### src/rtl/eth_tx_pkg.sv
`default_nettype none
//============================================================================
// eth_tx_pkg : shared types and helpers for the 10GE transmit packet feeder
// Rev 1.0
//============================================================================
package eth_tx_pkg;

  localparam int ETH_DATA_W = 64;
  localparam int ETH_MOD_W  = 3;
  localparam int ETH_KEEP_W = ETH_DATA_W / 8;

  typedef struct packed {
    logic [ETH_DATA_W-1:0] data;
    logic                  last;
    logic [ETH_MOD_W-1:0]  mod;
  } eth_tx_word_t;

  typedef enum logic [0:0] {
    IDLE   = 1'b0,
    IN_PKT = 1'b1
  } tx_fsm_e;

  typedef struct packed {
    logic                 legal;
    logic [ETH_MOD_W-1:0] mod;
  } keep_mod_t;

  // A legal mask is non-zero and LSB-contiguous, i.e. keep+1 clears every set bit.
  function automatic keep_mod_t keep_to_mod(input logic [ETH_KEEP_W-1:0] keep);
    keep_mod_t r;
    logic [3:0] ones;
    ones = 4'd0;
    for (int i = 0; i < ETH_KEEP_W; i++) begin
      ones = ones + {3'b000, keep[i]};
    end
    r.legal = (keep != '0) && ((keep & (keep + 8'h01)) == '0);
    r.mod   = r.legal ? ones[ETH_MOD_W-1:0] : '0;
    return r;
  endfunction

endpackage
`default_nettype wire

### src/rtl/eth_tx_sync_fifo.sv
`default_nettype none
//============================================================================
// eth_tx_sync_fifo : single-clock word FIFO with extra-MSB pointers
// Rev 1.0
//============================================================================
module eth_tx_sync_fifo #(
  parameter int DEPTH = 16,
  parameter int WIDTH = 68
) (
  input  logic                       clk,
  input  logic                       rst,
  input  logic                       push,
  input  logic [WIDTH-1:0]           push_data,
  input  logic                       pop,
  output logic [WIDTH-1:0]           pop_data,
  output logic [$clog2(DEPTH):0]     count,
  output logic                       full,
  output logic                       empty
);

  localparam int AW = $clog2(DEPTH);

  logic [WIDTH-1:0] mem_q [DEPTH];
  logic [AW:0]      wr_ptr_q, wr_ptr_d;
  logic [AW:0]      rd_ptr_q, rd_ptr_d;
  logic             do_push;
  logic             do_pop;

  assign full     = (wr_ptr_q[AW] != rd_ptr_q[AW]) &&
                    (wr_ptr_q[AW-1:0] == rd_ptr_q[AW-1:0]);
  assign empty    = (wr_ptr_q == rd_ptr_q);
  assign count    = wr_ptr_q - rd_ptr_q;
  assign do_push  = push & ~full;
  assign do_pop   = pop & ~empty;
  assign pop_data = mem_q[rd_ptr_q[AW-1:0]];

  always_comb begin
    wr_ptr_d = wr_ptr_q + {{AW{1'b0}}, do_push};
    rd_ptr_d = rd_ptr_q + {{AW{1'b0}}, do_pop};
  end

  always_ff @(posedge clk or posedge rst) begin
    if (rst) begin
      wr_ptr_q <= '0;
      rd_ptr_q <= '0;
    end else begin
      wr_ptr_q <= wr_ptr_d;
      rd_ptr_q <= rd_ptr_d;
    end
  end

  // Storage carries no reset; only the pointers define occupancy.
  always_ff @(posedge clk) begin
    if (do_push) begin
      mem_q[wr_ptr_q[AW-1:0]] <= push_data;
    end
  end

endmodule
`default_nettype wire

### src/rtl/eth_tx_pkt_feeder.sv
`default_nettype none
//============================================================================
// eth_tx_pkt_feeder : buffers stream beats and feeds the 10GE MAC tx port
// Rev 1.0
//============================================================================
module eth_tx_pkt_feeder
  import eth_tx_pkg::*;
#(
  parameter int DEPTH = 16,
  parameter int CNT_W = 32
) (
  input  logic                  clk,
  input  logic                  rst,
  input  logic [ETH_DATA_W-1:0] s_data,
  input  logic [ETH_KEEP_W-1:0] s_keep,
  input  logic                  s_last,
  input  logic                  s_valid,
  output logic                  s_ready,
  output logic [ETH_DATA_W-1:0] pkt_tx_data,
  output logic                  pkt_tx_val,
  output logic                  pkt_tx_sop,
  output logic                  pkt_tx_eop,
  output logic [ETH_MOD_W-1:0]  pkt_tx_mod,
  input  logic                  pkt_tx_full,
  output logic [CNT_W-1:0]      pkt_cnt,
  output logic [CNT_W-1:0]      keep_err_cnt
);

  localparam int          AW        = $clog2(DEPTH);
  localparam int          WORD_W    = $bits(eth_tx_word_t);
  localparam logic [AW:0] DEPTH_CNT = (AW+1)'(DEPTH);

  eth_tx_word_t push_word;
  eth_tx_word_t head_word;
  keep_mod_t    keep_info;
  logic [AW:0]  fifo_count;
  logic         fifo_full;
  logic         fifo_empty;
  logic         push;
  logic         pop;

  tx_fsm_e               state_q, state_d;
  logic [ETH_DATA_W-1:0] data_q, data_d;
  logic                  val_q, val_d;
  logic                  sop_q, sop_d;
  logic                  eop_q, eop_d;
  logic [ETH_MOD_W-1:0]  mod_q, mod_d;
  logic [CNT_W-1:0]      pkt_cnt_q, pkt_cnt_d;
  logic [CNT_W-1:0]      keep_err_cnt_q, keep_err_cnt_d;

  // Held low while rst is asserted so no beat is taken during reset.
  assign s_ready = ~rst & (fifo_count < DEPTH_CNT);
  assign push    = s_valid & s_ready & ~fifo_full;
  assign pop     = ~fifo_empty & ~pkt_tx_full;

  assign keep_info      = keep_to_mod(s_keep);
  assign push_word.data = s_data;
  assign push_word.last = s_last;
  assign push_word.mod  = s_last ? keep_info.mod : '0;

  eth_tx_sync_fifo #(
    .DEPTH (DEPTH),
    .WIDTH (WORD_W)
  ) u_fifo (
    .clk       (clk),
    .rst       (rst),
    .push      (push),
    .push_data (push_word),
    .pop       (pop),
    .pop_data  (head_word),
    .count     (fifo_count),
    .full      (fifo_full),
    .empty     (fifo_empty)
  );

  always_comb begin
    state_d        = state_q;
    data_d         = data_q;
    val_d          = pop;
    sop_d          = 1'b0;
    eop_d          = 1'b0;
    mod_d          = '0;
    pkt_cnt_d      = pkt_cnt_q + {{(CNT_W-1){1'b0}}, (val_q & eop_q)};
    keep_err_cnt_d = keep_err_cnt_q +
                     {{(CNT_W-1){1'b0}}, (push & s_last & ~keep_info.legal)};
    if (pop) begin
      data_d = head_word.data;
      eop_d  = head_word.last;
      mod_d  = head_word.last ? head_word.mod : '0;
      case (state_q)
        IDLE: begin
          sop_d = 1'b1;
          if (!head_word.last) begin
            state_d = IN_PKT;
          end
        end
        IN_PKT: begin
          if (head_word.last) begin
            state_d = IDLE;
          end
        end
        default: state_d = IDLE;
      endcase
    end
  end

  always_ff @(posedge clk or posedge rst) begin
    if (rst) begin
      state_q        <= IDLE;
      data_q         <= '0;
      val_q          <= 1'b0;
      sop_q          <= 1'b0;
      eop_q          <= 1'b0;
      mod_q          <= '0;
      pkt_cnt_q      <= '0;
      keep_err_cnt_q <= '0;
    end else begin
      state_q        <= state_d;
      data_q         <= data_d;
      val_q          <= val_d;
      sop_q          <= sop_d;
      eop_q          <= eop_d;
      mod_q          <= mod_d;
      pkt_cnt_q      <= pkt_cnt_d;
      keep_err_cnt_q <= keep_err_cnt_d;
    end
  end

  assign pkt_tx_data  = data_q;
  assign pkt_tx_val   = val_q;
  assign pkt_tx_sop   = sop_q;
  assign pkt_tx_eop   = eop_q;
  assign pkt_tx_mod   = mod_q;
  assign pkt_cnt      = pkt_cnt_q;
  assign keep_err_cnt = keep_err_cnt_q;

endmodule
`default_nettype wire

### config.mk
export PLATFORM = sky130hd
export DESIGN_NAME = eth_tx_pkt_feeder
export DESIGN_NICKNAME = d
export VERILOG_FILES = /design/src/rtl/eth_tx_pkg.sv /design/src/rtl/eth_tx_sync_fifo.sv /design/src/rtl/eth_tx_pkt_feeder.sv
export SDC_FILE = /design/constraint.sdc
export NUM_CORES = 1
export LEC_CHECK = 0
export CORE_AREA = 2 2 265 529
export CTS_BUF_LIST = sky130_fd_sc_hd__clkbuf_4
export DETAILED_ROUTE_END_ITERATION = 8
export DIE_AREA = 0 0 267 531
export PLACE_DENSITY_LB_ADDON = 0.05
export RECOVER_POWER = 100
export SKIP_CTS_REPAIR_TIMING = 1
export SLEW_MARGIN = 25
export SYNTH_ARGS = -nofsm -noshare
export SYNTH_HDL_FRONTEND = slang
export SYNTH_HIERARCHICAL = 1
export SYNTH_SLANG_ARGS = --single-unit
### constraint.sdc
create_clock -name clk -period 18.72 [get_ports clk]
set_input_delay 3.744 -clock clk [delete_from_list [all_inputs] [get_ports clk]]
set_output_delay 3.744 -clock clk [all_outputs]
set_load 0.01 [all_outputs]
Word level (Yosys, flattened, before mapping) --
Memory sizes are Yosys's and may differ from the RTL's. Cells that the tools add are included.
Operators by class: bitwise operators 15, eq/ne operators 3, $lt $le $gt $ge 1, reduce and logical (&&, ||, !) cells 4, multiplexer cells 10, add/sub/neg operators 13
Operators with widths (count):
- adder 32 x 1 -> 32 bit | 2
- adder 3 x 1 -> 3 bit | 5
- 2-to-1 mux 3 bit | 4
- adder 5 x 1 -> 5 bit | 2
- bitwise AND 1 bit | 9
- adder 8 x 1 -> 8 bit, second input constant | 1
- bitwise AND 8 bit | 1
- logical NOT 8 bit | 1
- nonzero test 8 bit | 1
- 2-to-1 mux 1 bit | 6
- == test 5 bit | 1
- less-than comparator 5 bit, second input constant | 1
- inverter 1 bit | 5
- subtractor 5 bit | 1
- == test 4 bit | 1
- adder 2 x 1 -> 3 bit | 1
- adder 1 x 1 -> 2 bit | 1
- logical AND 1 bit | 2
- inequality test 1 bit | 1
Word-level totals: flip-flop bits (word level) 145, memories kept 1, memory bits (writable) 1088, output and inout port bits 135
Memories:
- u_fifo.mem_q | words 16, bits a word 68, read ports 1, clocked after memory_dff 0, write ports 1, RTL line eth_tx_sync_fifo.sv:23 | logic [WIDTH-1:0] mem_q [DEPTH];

Depth between registers and ports, before layout --
Gate-level depths: netlist (run 1).
depth after elaboration 9, mapped depth 17, depth with buffers taken out 15

Cells and area by module --
Netlist (run 1), hierarchy kept.
Modules (own cells, without submodules):
- eth_tx_sync_fifo | seq. area each 32921.6 um^2, times used 1, area an instance 42215.5 um^2, cells each 1886
- eth_tx_pkt_feeder | seq. area each 3378.2 um^2, times used 1, area an instance 5743.0 um^2, cells each 428

Least setup slack after synthesis (run 1) --
No wires, ideal clock.
path type in2reg, start point input rst, end point memory u_fifo.mem_q[0][0] (enable), arrival time 9.349 ns, library setup time 0.578 ns, required time 18.142 ns, stages on the path 4, setup slack 8.794 ns, cell sequence nor4b_1 -> o21a_2 -> or3b_1 -> nor3_1
On the way: longest elaborated chain between the ends 7
RTL lines:
- start: declaration | RTL line eth_tx_pkt_feeder.sv:13 | input logic rst,
- inverter 1 bit | RTL line eth_tx_pkt_feeder.sv:52 | assign s_ready = ~rst & (fifo_count < DEPTH_CNT);
- bitwise AND 1 bit | RTL line eth_tx_pkt_feeder.sv:52
- bitwise AND 1 bit (2 in series) | RTL line eth_tx_pkt_feeder.sv:53 | assign push = s_valid & s_ready & ~fifo_full;
- bitwise AND 1 bit | RTL line eth_tx_sync_fifo.sv:33 | assign do_push = push & ~full;
- 2-to-1 mux 1 bit | RTL line eth_tx_sync_fifo.sv:54 | if (do_push) begin
- 2-to-1 mux 1 bit (not written as such) | RTL line eth_tx_sync_fifo.sv:55 | mem_q[wr_ptr_q[AW-1:0]] <= push_data;
- end: declaration | RTL line eth_tx_sync_fifo.sv:23
No other way between the ends.

Worst setup path in the final report (run 1) --
start point input rst, end point memory u_fifo.mem_q[8][34] (enable)
On the way: longest elaborated chain between the ends 7
RTL lines:
- inverter 1 bit | RTL line eth_tx_pkt_feeder.sv:52
- bitwise AND 1 bit | RTL line eth_tx_pkt_feeder.sv:52
- bitwise AND 1 bit (2 in series) | RTL line eth_tx_pkt_feeder.sv:53
- named net push | RTL line eth_tx_pkt_feeder.sv:39 | logic push;
- bitwise AND 1 bit | RTL line eth_tx_sync_fifo.sv:33
- 2-to-1 mux 1 bit | RTL line eth_tx_sync_fifo.sv:54
- 2-to-1 mux 1 bit (not written as such) | RTL line eth_tx_sync_fifo.sv:55
The timed path passes the listed nets, and every way through them passes these cells.

==> results of run 1 <==
-- per-layer routing --
| layer | up-vias | global-route usage |
|---|---|---|
| met5 | - | 0 |
| met4 | 8 | 0.06974 |
| met3 | 228 | 0.03598 |
| met2 | 679 | 0.3516 |
| met1 | 12840 | 0.1945 |
| li1 | 10550 | - |
-- sequential cells by signal, summed over array words and instances, names as in the netlist, 3 cells and up --
name,count
pkt_tx_data,64
pkt_tx_mod,3
u_fifo/rd_ptr_q,5
pkt_cnt,32
keep_err_cnt,32
u_fifo/wr_ptr_q,5
u_fifo/mem_q,1088
-- power groups by stage --
| stage | clock network [mW] | logic (mW) | registers (mW) |
|---|---|---|---|
| after floorplan | 0 | 1.49 | 3.35 |
| after global routing | 2.49 | 2.40 | 3.33 |
| after global placement | 0 | 2.33 | 3.37 |
| after detailed placement | 0 | 2.34 | 3.37 |
| final | 2.26 | 2.22 | 3.31 |
| after CTS | 2.36 | 2.34 | 3.31 |
-- path summary, 6_finish.rpt --
kind	to	slack, ns	depth (start not counted)
max in group asynchronous	pkt_tx_sop	9.53	4
setup reg to reg	u_fifo/mem_q[8][34]	9.69	10
hold / removal	pkt_tx_sop	0.43	1
setup / recovery	u_fifo/mem_q[8][34]	8.34	7
hold reg to reg	pkt_tx_sop	0.43	1
min in group asynchronous	u_fifo/wr_ptr_q[2]	3.25	2
-- layout make-up --
type	instances	area share
multi-input combinational	930	0.1930
tap	1852	0.04152
antenna	12	0.0005380
sequential	1233	0.6506
inverter	24	0.001681
timing repair buffer	263	0.04349
clock inverter	79	0.008496
clock buffer	451	0.06066
-- through the flow --
| step | cells | power (mW) | cell area [um2] |
|---|---|---|---|
| after floorplan | 2307 | 4.848 | 47920 |
| after global placement | 4299 | 5.692 | 52090 |
| after detailed placement | 4300 | 5.709 | 52130 |
| after CTS | 4830 | 8.012 | 55980 |
| after global routing | 4837 | 8.229 | 55800 |
| final | 4844 | 7.787 | 55820 |
==> results.sh, run 1 <==
export IMPL_status="finished with violations"
export IMPL_violations="capacitance limit, slew limit"
export IMPL_switchingPower_mw=2.454
export IMPL_wl_met3_um=5672
export IMPL_ant_nets=0
export IMPL_grt_setup_unrepaired="false"
export IMPL_io_pins=212
export IMPL_slowest_delay_ns=2.82
export IMPL_cts_root_buf="clkbuf_4"
export IMPL_start_kind="input pin"
export IMPL_die_area_um2=141800
export IMPL_worst_slack_ns=8.336
export IMPL_cts_tree="built"
export IMPL_grt_ovfl_total=0
export IMPL_core_area_um2=137900
export IMPL_power_density_nw_per_um2=139.5
export IMPL_final_seq_area_um2=36310
export IMPL_dpl_hpwl_um=72280
export IMPL_wire_per_inst_um=26.46
export IMPL_crit_top_cell="clkbuf_1"
export IMPL_grt_use_total=0.1831
export IMPL_p_int_mw=5.333
export IMPL_tns_ns=0
export IMPL_seqPwrFrac=0.425
export IMPL_grt_pass1_wl_um=185400
export IMPL_ir_drop_v=0.00008270
export IMPL_final_cell_mix="1,088 x edfxtp_1, 451 x clkbuf_4, 204 x mux4_2, 204 x mux2i_1, 203 x dlygate4sd3_1"
export IMPL_n_fill_cell=12610
export IMPL_crit_chain="dlygate4sd3_1, nor4b_1, o21a_1, nand3b_1, nor3_2, clkbuf_1, clkbuf_1"
export IMPL_synthesis_area_um2=47920
export IMPL_crit_slowest_cell="clkbuf_1"
export IMPL_clockBufferDepth=4
export IMPL_endpoint_kind="flip-flop"
export IMPL_clock_skew_ns=0.08485
export IMPL_relSlewSlack=-2.147
export IMPL_routabilityCongestion=0.7485
export IMPL_io_buffers=211
export IMPL_worstPathMaxFanout=39
export IMPL_timing_critical_path_required_ns=19.33
export IMPL_top_layer_used="met5"
export IMPL_start_util=0.3475
export IMPL_period_minus_slack_ns=10.38
export IMPL_pre_cts_slack_ns=9.968
export IMPL_wirelength_um=128200
export IMPL_synth_nets=2406
export IMPL_clkSlewWorstSetupHoldPaths_ns=0.06
export IMPL_area_growth_pct=16.48
export IMPL_min_from="state_q"
export IMPL_maxCapViolations=37
export IMPL_leakage_nw=19.15
export IMPL_worst_slew_pin_slew_ns=4.721
export IMPL_multiInputGateArea_um2=10770
export IMPL_setup_viol=0
export IMPL_startpoint="rst"
export IMPL_clock_latency_ns=1.11
export IMPL_clock_fmax_mhz=96.31
export IMPL_met1_length_um=46010
export IMPL_hold_viol=0
export IMPL_cts_num_sinks=1233
export IMPL_maxSlewViolCount=1323
export IMPL_drc=0
export IMPL_hold_ws_ns=0.4312
export IMPL_power_frac_clock=0.290
export IMPL_syn_avg_cell_area_um2=20.77
export IMPL_post_route_period_util=0.5547
export IMPL_cts_buffers=302
export IMPL_swShare=0.3151
export IMPL_path_delay_family="buffers and inverters"
export IMPL_final_common_cell="edfxtp_1"
export IMPL_fin_nets=2853
export IMPL_drive_above_1_share=0.2748
export IMPL_rows=193
export IMPL_h_tree_depth=5
export IMPL_r2r_start="u_fifo/rd_ptr_q[3]"
export IMPL_grt_max_degree=109
export IMPL_die_x_um=267
export IMPL_p_comb_frac=0.285
export IMPL_viasPerCell=5.017
export IMPL_routed_wl_met2_um=72410
export IMPL_die_h_um=531
export IMPL_antenna_found_initial=20
export IMPL_drt_iter0_drc=1397
export IMPL_dr_total_vias=24300
export IMPL_syn_inst=2307
export IMPL_first_pass_iters=5
export IMPL_hold_class="flip-flop to flip-flop"
export IMPL_first_global_vias=27160
export IMPL_cp_arrival_ns=10.99
export IMPL_crit_buf_inv=3
export IMPL_crit_type="input pin to flip-flop"
export IMPL_synth_warnings=6
export IMPL_final_util=0.4048
(Power assumes the default switching activity.)
==> inputs of run 2 (changes only) <==
- clock period: 18.72 -> 9.53 ns (I/O delays scaled with it)
==> run 2 against run 1 <==
Effect of this change:
- the flow still finishes with violations (capacitance limit, slew limit)
- first-iteration DRC count increased by 1.8%
- routed wire length increased by 0.12%
- sequential share of layout area decreased by 0.13 points
- sequential cell count unchanged
- register-to-register slack got worse by 7.4 ns
- largest cell class unchanged
==> results.sh, run 2 (synthesized netlist as in run 1, its figures left out) <==
export IMPL_io_pins=212
export IMPL_start_kind="flip-flop"
export IMPL_timing_critical_path_required_ns=10.18
export IMPL_maxCapViolations=16
export IMPL_seqPwrFrac=0.424
export IMPL_viasPerCell=4.996
export IMPL_crit_slowest_cell="clkbuf_1"
export IMPL_power_frac_clock=0.292
export IMPL_wire_per_inst_um=26.44
export IMPL_startpoint="u_fifo/rd_ptr_q[3]"
export IMPL_slowest_delay_ns=1.91
export IMPL_drc=0
export IMPL_hold_class="flip-flop to flip-flop"
export IMPL_routabilityCongestion=0.7312
export IMPL_final_cell_mix="1,088 x edfxtp_1, 460 x clkbuf_4, 204 x mux4_2, 204 x mux2i_1, 202 x dlygate4sd3_1"
export IMPL_die_area_um2=141800
export IMPL_antenna_found_initial=19
export IMPL_grt_max_degree=100
export IMPL_cts_num_sinks=1233
export IMPL_wirelength_um=128300
export IMPL_area_growth_pct=16.70
export IMPL_placedCellCount=4304
export IMPL_h_tree_depth=5
export IMPL_ir_drop_v=0.0002332
export IMPL_swShare=0.3161
export IMPL_clock_latency_ns=1.10
export IMPL_clockBufferDepth=4
export IMPL_ant_nets=0
export IMPL_grt_setup_unrepaired="false"
export IMPL_drt_iter0_drc=1422
export IMPL_leakage_nw=19.25
export IMPL_cts_root_buf="clkbuf_4"
export IMPL_dpl_hpwl_um=73940
export IMPL_clock_fmax_mhz=137.4
export IMPL_final_common_cell="edfxtp_1"
export IMPL_hold_viol=0
export IMPL_die_x_um=267
export IMPL_drive_above_1_share=0.2815
export IMPL_grt_pass1_wl_um=186000
export IMPL_clock_skew_ns=0.07356
export IMPL_dr_total_vias=24250
export IMPL_setup_viol=0
export IMPL_endpoint_kind="flip-flop"
export IMPL_grt_use_total=0.1839
export IMPL_stdcell_count=4853
export IMPL_maxSlewViolCount=582
export IMPL_rows=193
export IMPL_fin_nets=2857
export IMPL_cp_arrival_ns=7.93
export IMPL_period_minus_slack_ns=7.279
export IMPL_violations="capacitance limit, slew limit"
export IMPL_relSlewSlack=-1.659
export IMPL_post_route_period_util=0.7638
export IMPL_p_int_mw=10.53
export IMPL_r2r_setup_slack_ns=2.25
export IMPL_worst_slew_pin_slew_ns=3.989
export IMPL_worstPathMaxFanout=39
export IMPL_power_density_nw_per_um2=275.2
export IMPL_cts_buffers=304
export IMPL_tns_ns=0
export IMPL_r2r_start="u_fifo/rd_ptr_q[3]"
export IMPL_first_global_vias=26860
export IMPL_core_area_um2=137900
export IMPL_status="finished with violations"
export IMPL_start_util=0.3475
export IMPL_p_comb_frac=0.284
export IMPL_path_delay_family="buffers and inverters"
export IMPL_hold_ws_ns=0.4270
export IMPL_clkSlewWorstSetupHoldPaths_ns=0.07
export IMPL_grt_ovfl_total=0
export IMPL_first_pass_iters=5
export IMPL_largest_reg_flops=1088
export IMPL_crit_buf_inv=3
export IMPL_crit_chain="inv_4, ha_1, a21oi_1, xnor2_1, nor4b_1, o21a_1, nand3_1, nor3_1, clkbuf_1, buf_4"
export IMPL_switchingPower_mw=4.865
export IMPL_die_h_um=531
export IMPL_io_buffers=211
export IMPL_cts_tree="built"
export IMPL_crit_type="flip-flop to flip-flop"
export IMPL_min_from="state_q"
==> run 2: cell types whose count changed in the layout (fill, tap and decap cells not counted), sizes merged, moves of 2 or more <==
cell    before  now
clkinv      64   66
buf         18   33
diode       12   10
clkbuf     485  481
inv         31   28
==> run 2: worst reg2reg max path, cell delays in order, from the launching register on <==
cell and delay, ns:
dfrtp_1 1.20, inv_4 0.50, ha_1 0.48, a21oi_1 0.19, xnor2_1 0.16, nor4b_1 0.64, o21a_1 0.33, nand3_1 0.23
nor3_1 0.22, clkbuf_1 1.91, buf_4 0.93
==> run 2: per-stage QoR <==
stage	setup slack (ns)	power (mW)	instance area, um2	util
3_5_place_dp	3.414	11.25	52210	0.3786
3_3_place_gp	3.395	11.20	52060	0.3776
2_1_floorplan	1.442	9.522	47920	-
4_1_cts	3.782	15.85	56140	0.4072
5_1_grt	1.827	16.25	55910	0.4055
6_report	2.251	15.39	55920	0.4056
==> run 2: worst paths after layout <==
kind | cells after the start | end
max in group asynchronous | 3 | pkt_tx_data[30]
max reg2reg | 10 | u_fifo/mem_q[12][30]
min in group asynchronous | 2 | u_fifo/rd_ptr_q[0]
min reg2reg | 1 | pkt_tx_sop
max | 10 | u_fifo/mem_q[12][30]
min | 1 | pkt_tx_sop
==> run 2: layout make-up <==
class	instances	area, um2
Fill cell	12540	81970
Multi-Input combinational cell	930	10750
Inverter	24	93.84
Tap cell	1852	2317
Clock inverter	79	485.5
Timing Repair Buffer	265	2480
Antenna cell	10	25.02
Sequential cell	1233	36310
Clock buffer	460	3453
==> run 2: per-layer routing <==
layer	GRT usage	routed length (um)	up-vias
met1	0.2047	48280	12790
met4	0.06876	3913	6
met3	0.03496	5780	225
met5	0	34	-
li1	-	-	10560
met2	0.3441	70290	667
==> run 2: power groups by stage <==
stage	registers, mW	logic, mW	clock network, mW
detailed placement	6.66	4.59	0
floorplan	6.59	2.93	0
CTS	6.55	4.60	4.70
finish	6.53	4.36	4.50
global placement	6.65	4.55	0
global route	6.57	4.72	4.96
==> inputs of run 3 (changes only) <==
- clock period: 9.53 -> 7 ns (I/O delays scaled with it)
==> run 3 against run 2 <==
Effect of this change:
- the run still ends with capacitance limit, slew limit left
- core utilization is essentially flat
- combinational power grew 33%
- setup slack lost 1.1 ns
- maximum frequency grew 24%
- register-to-register slack lost 1.1 ns
- routed wire length shrank 2.1%
- clock skew shrank 0.013 ns
- largest cell class unchanged
- largest power group unchanged
==> results.sh, run 3 (synthesized netlist as in run 1, its figures left out) <==
export IMPL_post_route_period_util=0.8371
export IMPL_period_minus_slack_ns=5.859
export IMPL_die_area_um2=141800
export IMPL_io_buffers=211
export IMPL_first_pass_iters=5
export IMPL_area_growth_pct=16.82
export IMPL_seqPwrFrac=0.431
export IMPL_clkSlewWorstSetupHoldPaths_ns=0.07
export IMPL_ir_drop_v=0.0003019
export IMPL_largest_reg_flops=1088
export IMPL_cts_buffers=300
export IMPL_grt_ovfl_total=0
export IMPL_clock_latency_ns=1.08
export IMPL_antenna_found_initial=12
export IMPL_dr_total_vias=24180
export IMPL_cts_num_sinks=1233
export IMPL_grt_max_degree=110
export IMPL_hold_class="flip-flop to flip-flop"
export IMPL_final_common_cell="edfxtp_1"
export IMPL_violations="capacitance limit, slew limit"
export IMPL_endpoint_kind="flip-flop"
export IMPL_clock_skew_ns=0.06077
export IMPL_drt_iter0_drc=1189
export IMPL_leakage_nw=19.25
export IMPL_drive_above_1_share=0.2771
export IMPL_worstPathMaxFanout=38
export IMPL_p_comb_frac=0.281
export IMPL_crit_type="flip-flop to flip-flop"
export IMPL_grt_setup_unrepaired="false"
export IMPL_use_met1=0.1984
export IMPL_final_cell_mix="1,088 x edfxtp_1, 444 x clkbuf_4, 204 x mux4_2, 204 x mux2i_1, 202 x dlygate4sd3_1"
export IMPL_status="finished with violations"
export IMPL_relSlewSlack=-1.054
export IMPL_clock_fmax_mhz=170.7
export IMPL_timing_critical_path_required_ns=7.66
export IMPL_ant_nets=0
export IMPL_die_h_um=531
export IMPL_use_met3=0.03325
export IMPL_dpl_hpwl_um=70910
export IMPL_first_global_vias=26840
export IMPL_io_pins=212
export IMPL_switchingPower_mw=6.481
export IMPL_rows=193
export IMPL_power_frac_clock=0.288
export IMPL_maxCapViolations=16
export IMPL_worst_slew_pin_slew_ns=3.080
export IMPL_final_util=0.4060
export IMPL_start_util=0.3475
export IMPL_die_x_um=267
export IMPL_grt_use_total=0.1795
export IMPL_h_tree_depth=5
export IMPL_start_kind="flip-flop"
export IMPL_cts_root_buf="clkbuf_4"
export IMPL_wirelength_um=125600
export IMPL_grt_pass1_wl_um=183500
export IMPL_viasPerCell=4.985
export IMPL_p_int_mw=14.19
export IMPL_drc=0
export IMPL_cp_arrival_ns=6.52
export IMPL_tns_ns=0
export IMPL_cts_tree="built"
export IMPL_swShare=0.3136
export IMPL_clockBufferDepth=4
export IMPL_power_density_nw_per_um2=369.3
export IMPL_hold_viol=0
export IMPL_grt_busiest_layer="met2"
export IMPL_setup_viol=0
export IMPL_fin_nets=2856
export IMPL_core_area_um2=137900
export IMPL_wire_per_inst_um=25.88
export IMPL_routabilityCongestion=0.7300
export IMPL_maxSlewViolCount=572
export IMPL_use_met2=0.3423
-- run 3: routing by layer --
metal  part of all wire  vias to the layer above  wire (um)
met2               0.56                      613      70670
met4              0.023                        2       2906
li1                   -                    10580          -
met3              0.042                      201       5237
met1               0.37                    12790      46730
met5            0.00010                        -         13
-- run 3: layout make-up --
cell class	count	area, um2
tap	1852	2317
fill	12530	81910
clock inverter	90	479.2
multi-input combinational	930	10750
inverter	24	93.84
antenna	11	27.53
clock buffer	443	3326
timing repair buffer	268	2666
sequential	1233	36310
-- run 3: path summary, 6_finish.rpt --
check	slack, ns	cells after the start	start	to
worst max-delay path	1.14	9	u_fifo/rd_ptr_q[3]	u_fifo/mem_q[1][20]
worst max register to register	1.14	9	u_fifo/rd_ptr_q[3]	u_fifo/mem_q[1][20]
min in group asynchronous	0.89	2	rst	u_fifo/rd_ptr_q[1]
max in group asynchronous	2.18	3	rst	pkt_tx_data[34]
worst min register to register	0.45	1	state_q	pkt_tx_sop
worst min-delay path	0.45	1	state_q	pkt_tx_sop
-- run 3: power by group through the flow --
| stage | registers, mW | clock network [mW] | logic [mW] |
|---|---|---|---|
| after global routing | 8.98 | 6.58 | 6.31 |
| final | 8.92 | 5.95 | 5.80 |
| after global placement | 9.09 | 0 | 6.08 |
| after CTS | 8.95 | 6.24 | 6.11 |
| after floorplan | 8.97 | 0 | 4.00 |
| after detailed placement | 9.11 | 0 | 6.08 |
-- run 3: worst max-delay path, cell delays in order (launching register included) --
cell and delay [ns]:
dfrtp_4 0.90, inv_4 0.42, ha_1 0.43, a21oi_1 0.17
xnor2_1 0.12, nor4b_1 0.46, o21a_1 0.29, or3b_1 0.48
nor2_1 1.28, clkbuf_1 0.89
-- run 3: stage by stage --
step	total power, mW	instances	instance area [um2]	setup WS (ns)	hold slack [ns]
5_1_grt	21.86	4845	55960	0.7696	0.4648
3_5_place_dp	15.19	4306	52370	1.581	0.4391
3_3_place_gp	15.16	4303	52280	1.463	0.4278
4_1_cts	21.29	4839	56170	1.556	0.4588
6_report	20.67	4851	55980	1.141	0.4460
2_1_floorplan	12.96	2307	47940	0.8982	0.3956
==> edit: new RTL, config.mk and constraints of run 3 <==
`CNT_W`: 32 -> 28.
--- a/src/rtl/eth_tx_pkt_feeder.sv
+++ b/src/rtl/eth_tx_pkt_feeder.sv
@@ -7,7 +7,7 @@
   import eth_tx_pkg::*;
 #(
   parameter int DEPTH = 16,
-  parameter int CNT_W = 32
+  parameter int CNT_W = 28
 ) (
   input  logic                  clk,
   input  logic                  rst,
Interface: changed (resized keep_err_cnt and pkt_cnt); port bits go from 212 to 204. The function was not compared with the original's and may differ.
==> edit against run 3 <==
  * The flow still finishes with violations (max-capacitance violations, max-slew violations)
  * Core utilization decreased by 0.40 points
  * Cell area down 0.99%
  * Non-clock buffer count decreased by 6
  * Clock skew fell by 0.0013 ns
  * Area after synthesis down 0.87%
  * Worst setup slack improved by 0.057 ns
  * Routed wire length shrank 0.39%
  * Sequential cell count down 8
  * Combinational power shrank 1%
  * Power is essentially flat
  * Clock power rose by 2%
  * Critical path type unchanged
==> edit: results (changes against run 3) <==
** GRT
- Pin count of the biggest net entering global routing :: 111 (was 110)
- Total GRT Usage :: 0.179 (was 0.180)
- Wire length of the first global-routing pass :: 182,000 um (was 184,000 um)
- The met2 demand-to-capacity share in global routing was 0.338 (was 0.342).
- Number of global-route vias before repair :: 26.6k (was 26.8k)
- Fraction of met1 tracks used by global routing :: 0.200 (was 0.198)

** Setup path
- Critical Path Slowest Stage Cell :: clkbuf_2 (was nor2_1)
- Data arrival, critical path :: 6.42 ns (was 6.52 ns)
- FF-to-FF Start :: u_fifo/rd_ptr_q[0]$_DFF_PP0_ (was u_fifo/rd_ptr_q[3]$_DFF_PP0_)
- Slowest cell delay on critical path :: 1.25 ns (was 1.28 ns)
- The depth of the worst register-to-register path is 12 (was 9).
- Worst Path Max Fanout :: 39 (was 38)
- The cell family contributing the most delay on the critical path was buffers and inverters (was simple AND/OR/NAND/NOR gates).

** Run
- Max-capacitance violation count :: 13 (was 16)

** STA
- The clock skew was 0.0594 ns (was 0.0608 ns).
- Least-Margin Pin Slew :: 4.65 ns (was 3.08 ns)
- Slew Viols, Final :: 416 (was 572)

** Status
- Failing checks :: max-capacitance violations, max-slew violations (unchanged)
- Run status :: complete, but fails checks (unchanged)

** Final layout
- The post-layout net count was 2,817 (was 2,856).
- Fraction of layout instances using a drive strength above 1 :: 0.283 (was 0.277)

** Place
- The final RePlAce weighted congestion was 0.717 (was 0.730).
- Detailed placement HPWL :: 68,300 um (was 70,900 um)
- IO buf count :: 203 (was 211)

** Detailed routing
- The wire length the detailed router placed on met1 came to 47,500 um (was 46,700 um).
- Final Routed Wirelength :: 125,000 um (was 126,000 um)
- The routed length on met2 came to 69,100 um (was 70,700 um).
- Vias post-DR :: 24.0k (was 24.2k)
- First DRT Iteration DRCs :: 1,099 (was 1,189)
- Total met3 wirelength after detailed routing :: 5440 um (was 5240 um)

** Power
- The leakage power total is 19.0 nW (was 19.2 nW).
- The maximum resistive drop on vdd was 0.000315 V (was 0.000302 V).
- The net load switching power is 0.00646 W (was 0.00648 W).
- The power share of the combinational group was 0.277 (was 0.281).

** CTS
- The total clock buffers created by CTS was 299 (was 300).
- The clock insertion delay at the later pin of the skew report is 1.06 ns (was 1.08 ns).
==> edit: layout make-up <==
type | instances | area [sq um]
inverter | 27 | 104
antenna | 6 | 15.0
multi-input combinational | 903 | 10600
timing repair buffer | 262 | 2430
fill | 12600 | 82500
clock buffer | 456 | 3420
tap | 1852 | 2320
sequential | 1225 | 36100
clock inverter | 73 | 462
==> edit: through the flow <==
step	area (sq um)	std cells	worst slack [ns]	total power, W	hold slack, ns
5_1_grt	55400	4802	0.692	0.0218	0.461
3_3_place_gp	51800	4267	1.67	0.0151	0.422
2_1_floorplan	47500	2270	0.935	0.0129	0.396
3_5_place_dp	51900	4268	1.68	0.0152	0.429
6_report	55400	4804	1.20	0.0207	0.420
4_1_cts	55700	4797	1.48	0.0214	0.422
==> edit: how the worst max path moves through the flow <==
stage | start | endpoint | slack (ns) | cells past startpoint
final | u_fifo/rd_ptr_q[0]$_DFF_PP0_ | u_fifo/mem_q[3][65]$_DFFE_PP_ | 1.20 | 12
after global routing | u_fifo/rd_ptr_q[0]$_DFF_PP0_ | u_fifo/mem_q[3][65]$_DFFE_PP_ | 0.69 | 12
after CTS | u_fifo/rd_ptr_q[0]$_DFF_PP0_ | s_ready | 1.48 | 8
after detailed placement | s_keep[0] | u_fifo/mem_q[15][2]$_DFFE_PP_ | 1.68 | 11
after global placement | s_keep[0] | u_fifo/mem_q[14][2]$_DFFE_PP_ | 1.67 | 11
after floorplan | u_fifo/rd_ptr_q[2]$_DFF_PP0_ | u_fifo/mem_q[1][0]$_DFFE_PP_ | 0.93 | 13
==> edit: worst reg2reg max path, delay by kind of cell (launching register included) <==
family	cells	cell delay (ns)
AOI/OAI and AO/OA	3	0.61
and+or+nand+nor	3	1.49
DFF	1	0.98
xor gates and xnor gates	1	0.12
buffers and inverters	3	1.59
adders and majority gates	2	0.49
